### config.mk
export PLATFORM = sky130hd
export DESIGN_NAME = pixel_array_controller_flat
export DESIGN_NICKNAME = d
export VERILOG_FILES = /design/src/rtl/pixel_array_controller_pkg.sv /design/src/rtl/pixel_array_controller_if.sv /design/src/rtl/pixel_array_controller_phase_timer.sv /design/src/rtl/pixel_array_controller.sv /design/src/flat_wrapper.sv
export SDC_FILE = /design/constraint.sdc
export NUM_CORES = 1
export LEC_CHECK = 0
export CAP_MARGIN = 20
export CELL_PAD_IN_SITES_DETAIL_PLACEMENT = 1
export CELL_PAD_IN_SITES_GLOBAL_PLACEMENT = 2
export CORE_MARGIN = 3
export CORE_UTILIZATION = 32
export CTS_BUF_LIST = sky130_fd_sc_hd__clkbuf_8
export DETAILED_ROUTE_END_ITERATION = 10
export PLACE_DENSITY_LB_ADDON = 0.2
export SETUP_SLACK_MARGIN = 0.3
export SKIP_LAST_GASP = 1
export SLEW_MARGIN = 20
export SYNTH_ARGS = -nofsm -noshare
export SYNTH_HDL_FRONTEND = slang
export SYNTH_SLANG_ARGS = --single-unit
### constraint.sdc
create_clock -name clk -period 2.3 [get_ports clk]
set_input_delay 0.46 -clock clk [delete_from_list [all_inputs] [get_ports clk]]
set_output_delay 0.46 -clock clk [all_outputs]
set_load 0.02 [all_outputs]
### src/rtl/pixel_array_controller_pkg.sv
// Shared configuration for the pixel sensor array control path: geometry and the
// controller state encoding that benches may probe.
package pixel_array_controller_pkg;

  localparam int PIXEL_BITS         = 4;
  localparam int PIXEL_ARRAY_WIDTH  = 2;
  localparam int PIXEL_ARRAY_HEIGHT = 2;

  typedef enum logic [2:0] {
    IDLE,
    ERASE,
    EXPOSE,
    CONVERT,
    READ,
    OUT_WAIT
  } ctrl_state_t;

  function automatic int max_int(input int a, input int b);
    return (a > b) ? a : b;
  endfunction

endpackage

### src/rtl/pixel_array_controller_if.sv
// Downstream row port. valid/ready: a beat transfers on a rising edge where
// out_valid && out_ready; the master holds out_data stable while out_valid is high.
interface pixel_array_controller_if
  import pixel_array_controller_pkg::*;
#(
  parameter int DATA_W = PIXEL_BITS * PIXEL_ARRAY_WIDTH
) ();

  logic [DATA_W-1:0] out_data;
  logic              out_valid;
  logic              out_ready;

  modport master (output out_data, output out_valid, input out_ready);
  modport slave  (input out_data, input out_valid, output out_ready);

endinterface

### src/rtl/pixel_array_controller_phase_timer.sv
// Loadable down-counter; done is high while the count sits at zero.
// Loading N-1 on phase entry gives a phase that lasts exactly N cycles.
module pixel_array_controller_phase_timer #(
  parameter int W = 8
) (
  input  logic         clk,
  input  logic         reset,
  input  logic         load_i,
  input  logic [W-1:0] load_val_i,
  output logic         done_o
);

  logic [W-1:0] count_q, count_d;

  always_comb begin
    count_d = count_q;
    if (load_i) begin
      count_d = load_val_i;
    end else if (count_q != '0) begin
      count_d = count_q - W'(1);
    end
  end

  always_ff @(posedge clk or posedge reset) begin
    if (reset) begin
      count_q <= '0;
    end else begin
      count_q <= count_d;
    end
  end

  assign done_o = (count_q == '0);

endmodule

### src/rtl/pixel_array_controller.sv
// Frame sequencer for the pixel array: erase, expose, ramp conversion, then one READ
// per row with each captured row handed downstream. Every output is a flop.
module pixel_array_controller #(
  parameter int PIXEL_BITS    = pixel_array_controller_pkg::PIXEL_BITS,
  parameter int ARRAY_WIDTH   = pixel_array_controller_pkg::PIXEL_ARRAY_WIDTH,
  parameter int ARRAY_HEIGHT  = pixel_array_controller_pkg::PIXEL_ARRAY_HEIGHT,
  parameter int ERASE_CYCLES  = 5,
  parameter int EXPOSE_CYCLES = 255
) (
  input  logic                                  clk,
  input  logic                                  reset,
  input  logic                                  start,
  output logic                                  busy,
  output logic                                  erase,
  output logic                                  expose,
  output logic                                  analog_ramp,
  output logic [PIXEL_BITS-1:0]                 digital_ramp,
  output logic [ARRAY_HEIGHT-1:0]               read_row,
  input  logic [ARRAY_WIDTH*PIXEL_BITS-1:0]     pixel_data,
  pixel_array_controller_if.master              out_if,
  output logic                                  frame_done,
  output pixel_array_controller_pkg::ctrl_state_t state
);

  import pixel_array_controller_pkg::*;

  localparam int DATA_W  = ARRAY_WIDTH * PIXEL_BITS;
  localparam int MAX_CYC = max_int(ERASE_CYCLES, EXPOSE_CYCLES);
  localparam int TW      = (MAX_CYC > 1) ? $clog2(MAX_CYC) : 1;
  localparam int RW      = (ARRAY_HEIGHT > 1) ? $clog2(ARRAY_HEIGHT) : 1;

  localparam logic [TW-1:0]         ERASE_LOAD  = TW'(ERASE_CYCLES - 1);
  localparam logic [TW-1:0]         EXPOSE_LOAD = TW'(EXPOSE_CYCLES - 1);
  localparam logic [RW-1:0]         LAST_ROW    = RW'(ARRAY_HEIGHT - 1);
  localparam logic [PIXEL_BITS-1:0] RAMP_MAX    = {PIXEL_BITS{1'b1}};

  ctrl_state_t state_q, state_d;
  logic [RW-1:0]           row_q, row_d;
  logic [PIXEL_BITS-1:0]   ramp_q, ramp_d;
  logic [DATA_W-1:0]       out_data_q, out_data_d;
  logic                    out_valid_q, out_valid_d;
  logic                    frame_done_q, frame_done_d;
  logic [ARRAY_HEIGHT-1:0] read_row_q, read_row_d;
  logic                    busy_q, erase_q, expose_q, analog_q;
  logic                    timer_load;
  logic [TW-1:0]           timer_val;
  logic                    timer_done;

  pixel_array_controller_phase_timer #(.W(TW)) u_phase_timer (
    .clk        (clk),
    .reset      (reset),
    .load_i     (timer_load),
    .load_val_i (timer_val),
    .done_o     (timer_done)
  );

  always_comb begin
    state_d      = state_q;
    row_d        = row_q;
    ramp_d       = ramp_q;
    out_data_d   = out_data_q;
    out_valid_d  = out_valid_q;
    frame_done_d = 1'b0;
    timer_load   = 1'b0;
    timer_val    = '0;
    read_row_d   = '0;
    case (state_q)
      IDLE: begin
        if (start) begin
          state_d    = ERASE;
          timer_load = 1'b1;
          timer_val  = ERASE_LOAD;
        end
      end
      ERASE: begin
        if (timer_done) begin
          state_d    = EXPOSE;
          timer_load = 1'b1;
          timer_val  = EXPOSE_LOAD;
        end
      end
      EXPOSE: begin
        if (timer_done) state_d = CONVERT;
      end
      CONVERT: begin
        // Ramp is cleared on exit so digital_ramp reads 0 outside CONVERT.
        if (ramp_q == RAMP_MAX) begin
          ramp_d  = '0;
          row_d   = '0;
          state_d = READ;
        end else begin
          ramp_d = ramp_q + 1'b1;
        end
      end
      READ: begin
        out_data_d  = pixel_data;
        out_valid_d = 1'b1;
        state_d     = OUT_WAIT;
      end
      OUT_WAIT: begin
        if (out_valid_q && out_if.out_ready) begin
          out_valid_d = 1'b0;
          if (row_q == LAST_ROW) begin
            frame_done_d = 1'b1;
            row_d        = '0;
            state_d      = IDLE;
          end else begin
            row_d   = row_q + 1'b1;
            state_d = READ;
          end
        end
      end
      default: state_d = IDLE;
    endcase
    if (state_d == READ) read_row_d[row_d] = 1'b1;
  end

  always_ff @(posedge clk or posedge reset) begin
    if (reset) begin
      state_q      <= IDLE;
      row_q        <= '0;
      ramp_q       <= '0;
      out_data_q   <= '0;
      out_valid_q  <= 1'b0;
      frame_done_q <= 1'b0;
      read_row_q   <= '0;
      busy_q       <= 1'b0;
      erase_q      <= 1'b0;
      expose_q     <= 1'b0;
      analog_q     <= 1'b0;
    end else begin
      state_q      <= state_d;
      row_q        <= row_d;
      ramp_q       <= ramp_d;
      out_data_q   <= out_data_d;
      out_valid_q  <= out_valid_d;
      frame_done_q <= frame_done_d;
      read_row_q   <= read_row_d;
      busy_q       <= (state_d != IDLE);
      erase_q      <= (state_d == ERASE);
      expose_q     <= (state_d == EXPOSE);
      analog_q     <= (state_d == CONVERT);
    end
  end

  assign busy             = busy_q;
  assign erase            = erase_q;
  assign expose           = expose_q;
  assign analog_ramp      = analog_q;
  assign digital_ramp     = ramp_q;
  assign read_row         = read_row_q;
  assign frame_done       = frame_done_q;
  assign state            = state_q;
  assign out_if.out_data  = out_data_q;
  assign out_if.out_valid = out_valid_q;

endmodule
### src/flat_wrapper.sv
// flat-port wrapper written by rule: the top's interface ports become plain ports
module pixel_array_controller_flat import pixel_array_controller_pkg::*;
#(
  parameter int PIXEL_BITS    = pixel_array_controller_pkg::PIXEL_BITS,
  parameter int ARRAY_WIDTH   = pixel_array_controller_pkg::PIXEL_ARRAY_WIDTH,
  parameter int ARRAY_HEIGHT  = pixel_array_controller_pkg::PIXEL_ARRAY_HEIGHT,
  parameter int ERASE_CYCLES  = 5,
  parameter int EXPOSE_CYCLES = 255
)
  (clk, reset, start, busy, erase, expose, analog_ramp, digital_ramp, read_row, pixel_data, frame_done, state, out_if_out_data, out_if_out_valid, out_if_out_ready);
  pixel_array_controller_if out_if_i ();
  input  logic clk;
  input  logic reset;
  input  logic start;
  output logic busy;
  output logic erase;
  output logic expose;
  output logic analog_ramp;
  output logic [PIXEL_BITS-1:0] digital_ramp;
  output logic [ARRAY_HEIGHT-1:0] read_row;
  input  logic [ARRAY_WIDTH*PIXEL_BITS-1:0] pixel_data;
  output logic frame_done;
  output pixel_array_controller_pkg::ctrl_state_t state;
  output wire logic [$bits(out_if_i.out_data)-1:0] out_if_out_data;
  output wire logic [$bits(out_if_i.out_valid)-1:0] out_if_out_valid;
  input wire logic [$bits(out_if_i.out_ready)-1:0] out_if_out_ready;
  assign out_if_out_data = out_if_i.out_data;
  assign out_if_out_valid = out_if_i.out_valid;
  assign out_if_i.out_ready = out_if_out_ready;
  pixel_array_controller #(.PIXEL_BITS(PIXEL_BITS), .ARRAY_WIDTH(ARRAY_WIDTH), .ARRAY_HEIGHT(ARRAY_HEIGHT), .ERASE_CYCLES(ERASE_CYCLES), .EXPOSE_CYCLES(EXPOSE_CYCLES)) u_core (.clk(clk), .reset(reset), .start(start), .busy(busy), .erase(erase), .expose(expose), .analog_ramp(analog_ramp), .digital_ramp(digital_ramp), .read_row(read_row), .pixel_data(pixel_data), .out_if(out_if_i), .frame_done(frame_done), .state(state));
endmodule
==> flow_metrics.env <==
export IMPL_initial_utilization_pct=34.8
export IMPL_vias=1140
export IMPL_async_flop_share_pct=100
export IMPL_drt_pass1_iterations=4
export IMPL_antenna_found_initial=0
export IMPL_slowest_stage="clkdlybuf4s50_1"
export IMPL_synthTopCellsByArea="dfrtp_1 (55%), mux2_2 (6.9%), o21ai_0 (2.7%), ha_1 (2.6%), nand3_1 (2.4%)"
export IMPL_numCtsBuffers=5
export IMPL_finalHoldViolCount=0
export IMPL_grt_usage_pct=13.7
export IMPL_crit_path_end_kind="output pin"
export IMPL_io_pins=35
export IMPL_yosysSeqAreaShare_pct=54.8
export IMPL_clkSinkCount=32
export IMPL_grt_overflow_total=0
export IMPL_h_tree_depth=2
export IMPL_design_core_area_sq_mm=0.00420
export IMPL_areaGrowthSynthToFinish_pct=36.3
export IMPL_postSynthCellCount=130
export IMPL_synthDistinctLibCells=35
export IMPL_synth_area_sq_mm=0.00146
export IMPL_die_y_um=73.6
export IMPL_antenna_left=0
export IMPL_p_int_uw=819
export IMPL_drive_above_1_share_pct=17.6
export IMPL_setup_worst_path_class="flop to output pin"
export IMPL_worstPathArrival_ps=1480
export IMPL_worstSetupStartpointType="flop"
export IMPL_worst_setup_hold_path_clk_slew_ps=70
export IMPL_viasPerCell=5.04
export IMPL_grt_util_met3_pct=3.69
export IMPL_crit_chain="clkdlybuf4s50_1"
export IMPL_crit_buf_inv=1
export IMPL_fin_skew_ps=4.17
export IMPL_slowest_delay_ps=670
export IMPL_syn_area_per_cell_sq_um=11.2
export IMPL_drt_initial_drc_count=45
export IMPL_yosysTopAreaCellShare_pct=54.8
export IMPL_routed_wl_mm=3.29
export IMPL_synth_common_cells="dfrtp_1 (32), mux2_2 (9), nand2_1 (9), o21ai_0 (8), nand3_1 (7)"
export IMPL_finalNetCount=190
export IMPL_clock_latency_ps=280
export IMPL_power_density_mw_per_mm2=518
export IMPL_clockBufferDepth=2
export IMPL_yosysMostFrequentCell="dfrtp_1"
export IMPL_die_x_um=73.6
export IMPL_portBuffers=34
export IMPL_yosys_warnings=0
export IMPL_tritoncts="yes"
export IMPL_min_path_type="flop to flop"
export IMPL_route_detailed_drc=0
export IMPL_grt_pass1_vias=1245
export IMPL_maxCapViolCount=0
export IMPL_fmax_mhz=516
export IMPL_slew_violations=0
export IMPL_p_sw_share_pct=20.6
export IMPL_rsz0062_at_grt="yes"
export IMPL_path_max_fanout=11
export IMPL_n_fill_cell=463
export IMPL_synth_area_leader_cell="dfrtp_1"
export IMPL_grt_busiest_layer="met2"
export IMPL_switching_power_uw=212
export IMPL_vdd_drop_max_mv=0.293
export IMPL_slew_headroom_pct=64.4
export IMPL_power_mw=1.03
export IMPL_period_minus_slack_ps=1940
export IMPL_grt_max_degree=33
export IMPL_avgRoutedWirePerCell_um=14.5
export IMPL_grt_use_met1_pct=17.4
export IMPL_pwr_share_seq_pct=54.6
export IMPL_use_met2_pct=22.0
export IMPL_synthFlopType="dfrtp_1"
export IMPL_worstPathRequired_ps=1840
export IMPL_grt_pass1_wl_mm=5.69
export IMPL_hold_buffers=0
export IMPL_cp_top_family="buffers and inverters"
export IMPL_period_share_pct=84.2
export IMPL_die_area_sq_mm=0.00541
export IMPL_setup_tns_ps=0
export IMPL_dp_hpwl_mm=2.43
export IMPL_p_clk_share_pct=42.4
export IMPL_place_congestion=0.832
export IMPL_tightest_slew_ps=529
export IMPL_rows=23
export IMPL_synth_edf_count=0
export IMPL_ys_ff_latch=32
export IMPL_cts_root_buf="clkbuf_8"
export IMPL_setup_violations=0
export IMPL_power_leakage_nw=0.896
export IMPL_status="completed"
export IMPL_power_frac_comb_pct=3.0
export IMPL_synth_fp_nets=145
export IMPL_diodes=0
per-stage QoR:
stage / hold WS [ps] / std cells / utilization [%] / worst slack (ps) / cell area [sq um]
4_1_cts: 515 / 226 / 47.3 / 333 / 1990
6_report: 511 / 226 / 47.4 / 363 / 1990
2_1_floorplan: 499 / 130 / - / 373 / 1460
3_3_place_gp: 488 / 215 / 44.6 / 231 / 1870
5_1_grt: 538 / 226 / 47.4 / 255 / 1990
3_5_place_dp: 500 / 215 / 44.6 / 170 / 1870
cells in the final DEF (no fill, tap or decap), types with 3 or more instances in the layout:
| cell | instances |
|---|---|
| nor3_1 | 6 |
| xnor2_1 | 3 |
| mux2_2 | 9 |
| nor2_1 | 6 |
| o21ai_0 | 8 |
| inv_1 | 6 |
| nor2b_1 | 3 |
| dfrtp_1 | 32 |
| a21oi_1 | 6 |
| clkdlybuf4s50_1 | 34 |
| mux2i_1 | 3 |
| nand2_1 | 9 |
| clkbuf_8 | 6 |
| nand3_1 | 7 |
| buf_4 | 7 |
worst reg2reg max path: cells and delay by family (launching register included):
family	cells	cell delay (ps)
AND/OR/NAND/NOR	2	870
flip-flops	1	380
AO/OA/AOI/OAI	2	320
adder cells (fa/ha/maj)	1	190
buffers and inverters	1	60
layout make-up:
class | count | area, sq um | area share (%)
Multi-Input combinational cell | 89 | 621 | 31.2
Inverter | 6 | 22.5 | 1.13
Clock buffer | 6 | 82.6 | 4.15
Sequential cell | 32 | 801 | 40.2
Clock inverter | 2 | 10.0 | 0.503
Timing Repair Buffer | 41 | 393 | 19.7
Tap cell | 50 | 62.6 | 3.14
metal layers:
layer	wire length (um)	part of all wire, %
met5	0	0
met4	38	1.2
met3	113	3.4
met2	1600	49
met1	1540	47
sequential cells by signal (all words and copies together) (netlist names), 2 cells and up:
signal and count:
u_core.digital_ramp 4, u_core.u_phase_timer.count_q 8, u_core.state 3, u_core.out_if.out_data 8
u_core.read_row 2
path summary, 6_finish.rpt:
check / start / end / slack [ps] / depth (start not counted)
worst max-delay path: u_core.state[0] / state[0] / 360 / 1
worst max register to register: u_core.u_phase_timer.count_q[0] / u_core.busy / 370 / 6
min in group asynchronous: reset / u_core.out_if.out_data[2] / 560 / 3
worst min-delay path: u_core.out_if.out_data[1] / u_core.out_if.out_data[1] / 510 / 1
max in group asynchronous: reset / u_core.state[1] / 1450 / 3
worst min register to register: u_core.out_if.out_data[1] / u_core.out_if.out_data[1] / 510 / 1
repair_timing:
item | 4_1_cts | 5_1_grt
resized for setup | 0 | 1
buffers inserted | 3 | 0
setup endpoints to repair | 1 | 5
power groups by stage:
stage	registers, mW	logic [mW]	clock network [mW]
final	0.563	0.0311	0.437
after global placement	0.573	0.0318	0
after CTS	0.563	0.0325	0.460
after detailed placement	0.573	0.0325	0
after global routing	0.562	0.0349	0.485
after floorplan	0.573	0.00846	0
kinds of logic after synthesis:
| family | synth area share [%] |
|---|---|
| compound gates | 8.99 |
| xor+xnor | 2.40 |
| fa+ha+maj | 2.57 |
| buf+inv | 2.91 |
| flops | 54.8 |
| mux | 8.99 |
| simple gates | 19.3 |
(Power assumes the default switching activity.)
